==> config.mk <==
export PLATFORM = sky130hd
export DESIGN_NAME = fir_filter_seq
export DESIGN_NICKNAME = d
export VERILOG_FILES = /design/src/rtl/fir_filter_seq.sv
export SDC_FILE = /design/constraint.sdc
export NUM_CORES = 1
export LEC_CHECK = 0
export ABC_AREA = 1
export CORE_UTILIZATION = 62
export CTS_CLUSTER_SIZE = 20
export DETAILED_ROUTE_END_ITERATION = 12
export PLACE_DENSITY = 0.88
export SLEW_MARGIN = 20
export SYNTH_ARGS = -nofsm -noshare
export SYNTH_HDL_FRONTEND = slang
export SYNTH_SLANG_ARGS = --single-unit
==> constraint.sdc <==
create_clock -name clk -period 12.9 [get_ports clk]
set_clock_uncertainty 0.05 [all_clocks]
set_input_delay 1.29 -clock clk [delete_from_list [all_inputs] [get_ports clk]]
set_output_delay 1.29 -clock clk [all_outputs]
set_load 0.1 [all_outputs]
==> src/rtl/fir_filter_seq.sv <==
// Signed FIR filter that runs one multiply-accumulate per clock over a runtime-writable
// coefficient bank, with valid/ready handshakes on the sample input and the result output.
module fir_filter_seq #(
    parameter int unsigned DATA_W = 9,
    parameter int unsigned COEF_W = 9,
    parameter int unsigned N_TAPS = 8,
    parameter int unsigned OUT_W  = 9,
    parameter int unsigned SHIFT  = 0
) (
    input  logic                        clk,
    input  logic                        rst_n,
    input  logic signed [DATA_W-1:0]    in_data,
    input  logic                        in_valid,
    output logic                        in_ready,
    input  logic                        coef_we,
    input  logic [$clog2(N_TAPS)-1:0]   coef_addr,
    input  logic signed [COEF_W-1:0]    coef_wdata,
    output logic signed [OUT_W-1:0]     out_data,
    output logic                        out_valid,
    input  logic                        out_ready,
    output logic                        busy
);

    localparam int unsigned K_W    = $clog2(N_TAPS);
    localparam int unsigned PROD_W = DATA_W + COEF_W;
    localparam int unsigned ACC_W  = DATA_W + COEF_W + K_W;

    localparam logic [K_W-1:0]          K_LAST  = K_W'(N_TAPS - 1);
    localparam logic signed [ACC_W:0]   RND_ADD = (ACC_W + 1)'((2 ** SHIFT) / 2);
    localparam logic signed [ACC_W:0]   OUT_MAX = (ACC_W + 1)'((2 ** (OUT_W - 1)) - 1);
    localparam logic signed [ACC_W:0]   OUT_MIN = -OUT_MAX - (ACC_W + 1)'(1);

    typedef enum logic [1:0] {StIdle, StMac, StRound, StHold} state_e;

    state_e state_q, state_d;

    logic signed [DATA_W-1:0] x_q [N_TAPS];
    logic signed [DATA_W-1:0] x_d [N_TAPS];
    logic signed [COEF_W-1:0] c_q [N_TAPS];
    logic signed [COEF_W-1:0] c_d [N_TAPS];
    logic signed [ACC_W-1:0]  acc_q, acc_d;
    logic [K_W-1:0]           k_q, k_d;
    logic signed [OUT_W-1:0]  out_data_q, out_data_d;
    logic                     out_valid_q, out_valid_d;

    logic signed [PROD_W-1:0] prod;
    logic signed [ACC_W:0]    acc_rnd;
    logic signed [ACC_W:0]    acc_shr;
    logic signed [OUT_W-1:0]  sat;
    logic                     addr_ok;

    // State register
    always_ff @(posedge clk) begin
        if (!rst_n) begin
            state_q <= StIdle;
        end else begin
            state_q <= state_d;
        end
    end

    // Next-state logic
    always_comb begin
        state_d = state_q;
        unique case (state_q)
            StIdle:  if (in_valid) state_d = StMac;
            StMac:   if (k_q == K_LAST) state_d = StRound;
            StRound: state_d = StHold;
            StHold:  if (out_ready) state_d = StIdle;
            default: state_d = StIdle;
        endcase
    end

    // Output logic
    always_comb begin
        in_ready = (state_q == StIdle);
        busy     = (state_q == StMac) || (state_q == StRound);
    end

    assign out_data  = out_data_q;
    assign out_valid = out_valid_q;

    always_comb begin
        prod    = x_q[k_q] * c_q[k_q];
        acc_rnd = {acc_q[ACC_W-1], acc_q} + RND_ADD;
        acc_shr = acc_rnd >>> SHIFT;
        if (acc_shr > OUT_MAX) begin
            sat = OUT_MAX[OUT_W-1:0];
        end else if (acc_shr < OUT_MIN) begin
            sat = OUT_MIN[OUT_W-1:0];
        end else begin
            sat = acc_shr[OUT_W-1:0];
        end
        // Zero-extend so non-power-of-two tap counts reject the unused addresses
        addr_ok = ({{(32 - K_W){1'b0}}, coef_addr} < N_TAPS);
    end

    // Datapath next-state
    always_comb begin
        x_d         = x_q;
        c_d         = c_q;
        acc_d       = acc_q;
        k_d         = k_q;
        out_data_d  = out_data_q;
        out_valid_d = out_valid_q;

        if (coef_we && (state_q == StIdle) && addr_ok) begin
            c_d[coef_addr] = coef_wdata;
        end

        unique case (state_q)
            StIdle: begin
                if (in_valid) begin
                    for (int i = N_TAPS - 1; i > 0; i--) begin
                        x_d[i] = x_q[i-1];
                    end
                    x_d[0] = in_data;
                    acc_d  = '0;
                    k_d    = '0;
                end
            end
            StMac: begin
                acc_d = acc_q + ACC_W'(prod);
                k_d   = k_q + K_W'(1);
            end
            StRound: begin
                out_data_d  = sat;
                out_valid_d = 1'b1;
            end
            StHold: begin
                if (out_ready) out_valid_d = 1'b0;
            end
            default: ;
        endcase
    end

    always_ff @(posedge clk) begin
        if (!rst_n) begin
            for (int i = 0; i < N_TAPS; i++) begin
                x_q[i] <= '0;
                c_q[i] <= '0;
            end
            acc_q       <= '0;
            k_q         <= '0;
            out_data_q  <= '0;
            out_valid_q <= 1'b0;
        end else begin
            x_q         <= x_d;
            c_q         <= c_d;
            acc_q       <= acc_d;
            k_q         <= k_d;
            out_data_q  <= out_data_d;
            out_valid_q <= out_valid_d;
        end
    end

endmodule

==> results of run 1 <==
## critical path: cells and delay by family (launching register included)
family          cells  cell delay (ns)
compound gates      4             0.71
fa+ha+maj           6             3.42
flops               1             0.31
buf+inv             7             1.13
simple gates        8             0.83
## Yosys cell counts (16+ instances only)
cell      instances
a21oi_1          53
buf_2            16
clkbuf_1         35
dfxtp_1         180
fa_1             92
ha_1             61
inv_1           188
inv_2            31
nand2_1         169
nand3_1          27
nor2_1          438
o21ai_0         220
o21ai_1          20
o22ai_1          32
## final timing paths
check        slack (ns)         to  depth (start not counted)
max                6.27  acc_q[15]                         25
min                0.45     x_q[6]                          2
max reg2reg        6.27  acc_q[15]                         25
min reg2reg        0.45     x_q[6]                          2
## state kept, by name, summed over array words and instances, names as in the netlist
register   count
k_q            3
c_q           72
out_data       9
out_valid      1
acc_q         21
state_q        2
x_q           72
## report_power, final
part | switching [mW] | internal, mW | total, mW | leakage (nW)
clock | 0.265 | 0.266 | 0.531 | 0.295
combinational | 1.44 | 0.720 | 2.16 | 4.30
sequential | 0.0970 | 0.674 | 0.771 | 1.47
total | 1.81 | 1.66 | 3.46 | 6.07
## routing by layer
layer,vias up,GRT usage,wire length [um]
met5,-,0,0
met4,0,0.134,990
met3,104,0.0553,2790
met2,571,0.519,14200
met1,5147,0.407,12100
li1,5191,-,-
## per-stage QoR
| stage | hold WS, ns | std cells | worst slack (ns) | util | power (mW) |
|---|---|---|---|---|---|
| 6_report | 0.448 | 1913 | 6.27 | 0.690 | 3.46 |
| 5_1_grt | 0.468 | 1913 | 5.92 | 0.690 | 3.79 |
| 4_1_cts | 0.447 | 1913 | 6.38 | 0.690 | 3.45 |
| 3_5_place_dp | 0.434 | 1881 | 6.45 | 0.658 | 2.89 |
| 3_3_place_gp | 0.416 | 1881 | 6.50 | 0.658 | 2.82 |
| 2_1_floorplan | 0.406 | 1649 | 7.38 | - | 2.44 |
## final cells by class
type	count	area, um2
Clock inverter	14	164
Fill cell	1516	5850
Inverter	222	838
Timing Repair Buffer	44	420
Clock buffer	18	439
Sequential cell	180	3600
Tap cell	260	325
Multi-Input combinational cell	1175	7250
## cells by family after synthesis
family	after synthesis
buffers and inverters	294
XOR/XNOR	1
AND/OR/NAND/NOR	668
flip-flops	180
adder cells (fa/ha/maj)	153
AO/OA/AOI/OAI	351
multiplexers	2
==> impl_metrics.json, run 1 <==
{
  "status": "completed",
  "fp.dieH_um": 141,
  "worst-setup-path-type": "flop to flop",
  "cts_num_sinks": 180,
  "tritoncts": "done",
  "final_cell_mix": "438 x nor2_1, 220 x o21ai_0, 188 x inv_1",
  "syn_to_final_growth_pct": 8.28,
  "startpoint_type": "flop",
  "power_density_mw_per_mm2": 266,
  "max-vdd-ir-drop_v": 0.000302,
  "layout-drive-gt1-share": 0.0659,
  "hpwl_um": 20500,
  "hold_viol": 0,
  "grt_pass1_wl_um": 49800,
  "fmax_mhz": 151,
  "finalCritPeriodShare": 0.514,
  "drv_slew": 0,
  "clk_latency_ns": 0.45,
  "critPathSlowestCell": "fa_1",
  "grt_pass1_vias": 10433,
  "grt_setup_unrepaired": "no",
  "synthCells": 1649,
  "period_minus_slack_ns": 6.63,
  "synth.distinct_cells": 40,
  "hp-class": "flop to flop",
  "hold_buffers": 0,
  "cts-htree-levels": 4,
  "grt_overflow_total": 0,
  "dr.pass1.iters": 7,
  "layout_commonest_cell": "nor2_1",
  "cts_root_buf": "clkbuf_16",
  "path_max_fanout": 40,
  "dieArea_mm2": 0.0200,
  "core-area_mm2": 0.0189,
  "synth_top_area_cell": "dfxtp_1",
  "cp-startpoint": "k_q[1]",
  "drc": 0,
  "hp-start": "x_q[6]",
  "clkTransAtPathRegs_ns": 0.08,
  "slowest_delay_ns": 0.80,
  "end_kind": "flop",
  "power_leakage_nw": 6.07,
  "synthesis.nets": 1828,
  "crit_required_ns": 13.15,
  "port_buffers": 37,
  "seq_area_frac_synth": 0.299,
  "synth_edf_count": 0,
  "yosys.area_share.simple": 0.218,
  "postSynth.asyncResetShare": 0,
  "diodes": 0,
  "cts_inserted_buffers": 17,
  "antenna_found_initial": 0,
  "syn-cell-area_mm2": 0.0120,
  "setup_tns_ns": 0,
  "die_x_um": 141,
  "gr-usage-all-layers": 0.314,
  "post_drt_wl_per_cell_um": 15.7,
  "ant_nets": 0,
  "finalWirelength_um": 30100,
  "num_rows": 50,
  "synth-xor-area-share": 0.000727,
  "synth-compound-area-share": 0.163,
  "synth_fa_ha_area_frac": 0.216,
  "synth_warnings": 0,
  "synthTopCellsByArea": "dfxtp_1 30%, fa_1 15%, nor2_1 14%",
  "cts_resized": 0,
  "viasPerCell": 5.76,
  "grt_max_degree": 140,
  "drt_iter0_drc": 1214,
  "stdcell_area_mm2": 0.0130,
  "pin_count": 38,
  "start_util": 0.637,
  "muxShareOfSynthArea": 0.00374,
  "finalSetupViolCount": 0,
  "synth_top_family_by_area": "simple AND/OR/NAND/NOR gates",
  "placed_area_mm2": 0.0124,
  "clockBufferDepth": 2,
  "vias": 11013,
  "critical_path_arrival_ns": 6.88,
  "synth_ff_type": "dfxtp_1",
  "avgSynthCellArea_um2": 7.30,
  "synth_top_area_frac": 0.299,
  "final_nets": 1819,
  "synth_seq_cells": 180,
  "slew_headroom": 0.248,
  "worstMarginPinSlew_ns": 1.13,
  "cts_setup_buffers": 0,
  "maxCapViolations": 0,
  "r2r-start": "k_q[1]",
  "gp_congestion": 0.974
}
(Power assumes the default switching activity.)
==> inputs of run 2 (changes only) <==
Clock period 12.9 ns to 6.27 ns, I/O delays scaled along.
==> run 2 against run 1 <==
Against the previous run:
- routed wire length up 2.8%
- clock-buffer cell count rose by 1
- utilization rose by 1.2 points
- via count increased by 1.2%
- combinational power is 110% higher
- register-to-register slack worse by 6.0 ns
- die area is the same
- clock power is 110% higher
- fmax up 10%
- global-route usage hardly changed
- total power is 110% higher
- sequential share of layout area decreased by 0.46 points
- critical endpoint is now acc_q[18]
- largest power group unchanged
==> impl_metrics.json, run 2 (synthesis results as in run 1) <==
{
  "status": "completed",
  "diodes": 0,
  "gp_congestion": 0.975,
  "fp.dieH_um": 141,
  "placed_area_mm2": 0.0125,
  "switchingPower_mw": 3.77,
  "maxCapViolations": 0,
  "finalSetupViolCount": 0,
  "post_drt_wl_per_cell_um": 16.0,
  "crit_required_ns": 6.51,
  "syn_to_final_growth_pct": 10.2,
  "pin_count": 38,
  "clkTransAtPathRegs_ns": 0.07,
  "layout_commonest_cell": "nor2_1",
  "clk_latency_ns": 0.45,
  "antenna_found_initial": 0,
  "intPower_mw": 3.54,
  "min_to": "x_q[4]",
  "critPathSlowestCell": "fa_1",
  "power_leakage_nw": 6.19,
  "cp_common_cell": "fa_1",
  "end_kind": "flop",
  "grt_pass1_wl_um": 50500,
  "wl_met2_um": 14800,
  "r2r-start": "k_q[1]",
  "viasPerCell": 5.77,
  "start_util": 0.637,
  "holdWs_ns": 0.440,
  "reg_top3": "c_q: 72 flops, x_q: 72 flops, acc_q: 21 flops",
  "finalCritPeriodShare": 0.962,
  "worstMarginPinSlew_ns": 0.994,
  "stdcell_area_mm2": 0.0133,
  "clkPwrFrac": 0.153,
  "dr.pass1.iters": 5,
  "hp-class": "flop to flop",
  "drt_iter0_drc": 1396,
  "met1_length_um": 12100,
  "hold_viol": 0,
  "swShare": 0.516,
  "wl_met3_um": 3020,
  "critPathBufInv": 7,
  "drv_slew": 0,
  "worst-setup-path-type": "flop to flop",
  "clockBufferDepth": 2,
  "layout-drive-gt1-share": 0.0784,
  "final_nets": 1836,
  "cts_num_sinks": 180,
  "hpwl_um": 20500,
  "grt_max_degree": 121,
  "final_cell_mix": "438 x nor2_1, 220 x o21ai_0, 187 x inv_1",
  "cts_inserted_buffers": 17,
  "p_seq_frac": 0.217,
  "dieArea_mm2": 0.0200,
  "tritoncts": "done",
  "core-area_mm2": 0.0189,
  "port_buffers": 37,
  "hold_depth": 2,
  "reg2reg_to": "acc_q[18]",
  "reg2reg_slack_ns": 0.24,
  "hp-start": "x_q[4]",
  "period_minus_slack_ns": 6.03,
  "slew_headroom": 0.337,
  "rr_worst_depth": 25,
  "max-vdd-ir-drop_v": 0.000527,
  "slowest_delay_ns": 0.55,
  "num_rows": 50,
  "crit_family": "adder cells",
  "power_density_mw_per_mm2": 551,
  "vias": 11144,
  "grt_pass1_vias": 10611,
  "comb_power_share": 0.630,
  "top_layer": "met4",
  "cts_root_buf": "clkbuf_16",
  "fmax_mhz": 166,
  "cts-htree-levels": 4,
  "die_x_um": 141,
  "startpoint_type": "flop",
  "drc": 0,
  "critical_path_arrival_ns": 6.27,
  "path_max_fanout": 26,
  "grt_overflow_total": 0,
  "ant_nets": 0,
  "gr-usage-all-layers": 0.314,
  "finalWirelength_um": 30900
}
[run 2: changes by cell type in the layout (fill, tap and decap cells not counted), moves of 2 or more]
cell,before,now
o21ai_4,8,10
buf_12,0,2
fa_1,92,90
fa_2,0,2
buf_4,8,20
buf_6,0,2
o21ai_2,8,6
inv_6,2,4
clkinv_8,5,3
[run 2: cell type report]
| class | count | area, um2 |
|---|---|---|
| sequential | 180 | 3610 |
| multi-input combinational | 1175 | 7280 |
| inverter | 222 | 846 |
| clock inverter | 13 | 163 |
| fill | 1416 | 5620 |
| timing repair buffer | 61 | 598 |
| clock buffer | 19 | 453 |
| tap | 260 | 325 |
[run 2: metrics by stage]
step / instances / setup WS (ns) / util / TNS, ns / power [mW]
finish: 1930 / 0.241 / 0.702 / 0 / 7.31
global route: 1930 / -0.0286 / 0.702 / -0.0889 / 7.94
CTS: 1922 / 0.0471 / 0.696 / 0 / 7.16
detailed placement: 1890 / 0.183 / 0.663 / 0 / 6.00
global placement: 1890 / 0.305 / 0.663 / 0 / 5.84
floorplan: 1649 / 0.748 / - / 0 / 5.01
[run 2: power groups by stage]
| stage | Sequential, mW | Clock, mW | Combinational (mW) |
|---|---|---|---|
| 2_1_floorplan | 1.73 | 0 | 3.28 |
| 3_3_place_gp | 1.59 | 0 | 4.25 |
| 3_5_place_dp | 1.59 | 0 | 4.40 |
| 4_1_cts | 1.57 | 1.11 | 4.48 |
| 5_1_grt | 1.61 | 1.16 | 5.16 |
| 6_report | 1.59 | 1.12 | 4.61 |
[run 2: worst max-delay path by stage]
stage	to	slack [ns]	start	cells past startpoint
after floorplan	acc_q[20]	0.75	k_q[0]	27
after global placement	acc_q[19]	0.30	k_q[1]	25
after detailed placement	acc_q[15]	0.18	k_q[0]	27
after CTS	acc_q[15]	0.05	k_q[0]	27
after global routing	acc_q[20]	-0.03	k_q[0]	26
final	acc_q[18]	0.24	k_q[1]	25
[run 2: layer usage]
layer	GRT usage	vias up
met2	0.525	599
met1	0.405	5214
met3	0.0580	108
li1	-	5223
met4	0.121	0
met5	0	-
[run 2: worst min-delay path: stages (launching register included)]
cell and delay (ns):
dfxtp_1 0.33, nor2_1 0.05, nor2_1 0.08
[run 2: repair_timing]
| item | 4_1_cts | 5_1_grt |
|---|---|---|
| buffers inserted | 0 | 7 |
| gates resized for setup | 0 | 15 |
| setup endpoints to repair | 0 | 11 |
| hold buffers | 0 | 0 |
==> RTL edit: new RTL, flow settings as in run 2 <==
Re-encode `state_e` (4 states) as one-hot, 4 bits wide.
--- a/src/rtl/fir_filter_seq.sv
+++ b/src/rtl/fir_filter_seq.sv
@@ -30,7 +30,7 @@
     localparam logic signed [ACC_W:0]   OUT_MAX = (ACC_W + 1)'((2 ** (OUT_W - 1)) - 1);
     localparam logic signed [ACC_W:0]   OUT_MIN = -OUT_MAX - (ACC_W + 1)'(1);
 
-    typedef enum logic [1:0] {StIdle, StMac, StRound, StHold} state_e;
+    typedef enum logic [3:0] {StIdle = 4'b0001, StMac = 4'b0010, StRound = 4'b0100, StHold = 4'b1000} state_e;
 
     state_e state_q, state_d;
 
Behaviour: same outputs for any inputs over 10 cycles, from zero or initial values and one cycle with rst_n low; not proved beyond that.
==> RTL edit against run 2 <==
  * First-iteration DRC count decreased by 16%
  * Largest cell class unchanged
  * Routed wire length is 1.0% higher
  * Setup slack better by 0.024 ns
  * Area after synthesis is 0.68% higher
  * Global-route usage grew 0.79 points
  * Core utilization about the same
  * Critical path depth grew 2
  * Sequential cell count rose by 2
  * Highest routed layer unchanged
  * Final area increased by 0.30%
  * Sequential share of layout area increased by 0.21 points
  * Maximum frequency increased by 0.41%
Power is not compared: it rests on default switching activity, and its combinational part moved more than twofold at a synthesized area within 25%.
==> RTL edit: results (changes against run 2) <==
The global router's overall resource usage is 32.2% (was 31.4%). The number of levels the H-tree was split into came out at 4 (unchanged). The prevailing post-synth register cell is dfxtp_1 (unchanged).

The standby leakage power came out at 0.00601 µW. The library cell used as clock root buffer is clkbuf_16 (unchanged). The first-pass iteration count of the detailed router is 6 (was 5).

The minimum setup slack after placement was 0.149 ns (was 0.183 ns). The cell type of the slowest stage on the worst timing path is fa_1 (unchanged). The fraction of final layout cells sized beyond drive strength 1 is 6.75% (was 7.84%).

The post-detailed-route wirelength per cell was 16.1 µm (was 16.0 µm). The type of the most critical hold path is flop to flop (unchanged). The cell count after synthesis came out at 1664 (was 1649).

The number of buffers on the longest clock path is 2 (unchanged). The fill cell instance count of the final layout is 1385 (was 1416). Outcome: complete, no violations (unchanged). The number of port buffers is 37 (unchanged). Registers with the highest flip-flop counts: c_q x72, x_q x72, acc_q x21 (unchanged). The longest individual stage delay on the worst path came out at 0.55 ns (about the same).

The via count came to 11286 (was 11144). The clock network latency to the later pin of the worst-skew pair was 0.45 ns (about the same). The async set-reset flop share out of synthesis came out at 0% (unchanged). The global-route wire length before repair was 51300 µm (was 50500 µm). The pin count of the biggest net entering global routing is 76 (was 121). The global placement routability congestion came out at 0.957 (was 0.975). The number of antenna violations at the first check in global routing came to 0 (unchanged). Main area contributors after synthesis: dfxtp_1, fa_1, nor2_1 (unchanged). The routed wire length came out at 31200 µm (was 30900 µm). The maximum fanout encountered on the critical timing path came out at 58 (was 26). The number of distinct library cells after synthesis is 37 (was 40). The relative max-transition margin is 31.2% (was 33.7%). The number of antenna diodes came out at 0 (unchanged).

The count of yosys warnings during synthesis came out at 0 (unchanged). The data arrival time of the critical path is 6.33 ns (was 6.27 ns). The maximum vdd drop came out at about 210 µV.

The first-iteration detailed-routing DRC count came out at 1172 (was 1396). The share of synthesized area occupied by flip-flops and latches is 30.0% (was 29.9%). The clock input transition at the sequential cells of the worst setup and hold paths is 0.07 ns (about the same). Most frequent cells after synthesis: nor2_1, inv_1, nand2_1 (was nor2_1, o21ai_0, inv_1).

The HPWL after detailed placement came out at 21100 µm (was 20500 µm). The post-CTS setup repair buffer count came out at 0 (unchanged). The family of cells with the greatest summed delay on the critical path is adder cells (unchanged). The number of nets in the synthesized netlist came out at 1839 (was 1828). The clock buffer count from CTS was 17 (unchanged).
## RTL edit: changes by cell type after synthesis, moves of 7 or more
cell / run 2 / this run
o21ai_1: 20 / 13
nor2_2: 12 / 2
o22ai_1: 32 / 16
nand2_1: 169 / 231
a21oi_1: 53 / 164
inv_2: 31 / 20
nand3_1: 27 / 69
inv_1: 188 / 237
nor2_1: 438 / 259
o21ai_0: 220 / 187
## RTL edit: repair_timing
action | 4_1_cts | 5_1_grt
endpoints found under the setup margin | 0 | 13
hold buffers | 0 | 0
gates resized for setup | 0 | 18
## RTL edit: kinds of logic (layout without fill, tap and decap cells)
logic type,count (synthesis),count (layout),share of synthesized area [%]
and+or+nand+nor,592,592,20.0
AOI/OAI and AO/OA,401,401,17.6
muxes,1,1,0.113
buffers and inverters,338,349,11.1
xor gates and xnor gates,1,1,0.0722
DFF,182,182,30.0
adders and majority gates,149,149,21.1
## RTL edit: path summary, 6_finish.rpt
path,start,to,slack [ns],depth (start not counted)
worst min register to register,x_q[4],x_q[4],0.42,2
worst max register to register,k_q[0],acc_q[19],0.27,27
worst max-delay path,k_q[0],acc_q[19],0.27,27
worst min-delay path,x_q[4],x_q[4],0.42,2
## RTL edit: tightest hold or removal path: stages, from the launching register on
cell and delay (ns):
dfxtp_1 0.31, nand2_1 0.06, a21oi_1 0.05
## RTL edit: area by class of cell
cell class                 count  area [µm²]  area share (%)
tap                          260         325            2.44
multi-input combinational   1144        7170            53.9
clock inverter                14         169            1.27
sequential                   182        3650            27.4
timing repair buffer          57         587            4.41
clock buffer                  18         429            3.22
inverter                     260         981            7.37
## RTL edit: metal layers
metal | wire, µm | GRT usage [%] | vias up
li1 | - | - | 5278
met5 | 0 | 0 | -
met1 | 12100 | 39.3 | 5316
met3 | 2860 | 5.74 | 104
met4 | 1080 | 14.4 | 0
met2 | 15200 | 55.6 | 588
## RTL edit: power by group
group	internal, µW	leakage [µW]	switching, µW
Sequential	1220	0.00148	35.3
Clock	599	0.000289	509
Combinational	203	0.00424	433
Total	2020	0.00601	978
## RTL edit: per-stage QoR
step,utilization [%],instance area [µm²],power (µW)
final,70.2,13300,3000
after global placement,66.6,12600,1860
after global routing,70.2,13300,3120
after CTS,69.8,13200,2980
after floorplan,-,12100,1730
after detailed placement,66.6,12600,1890
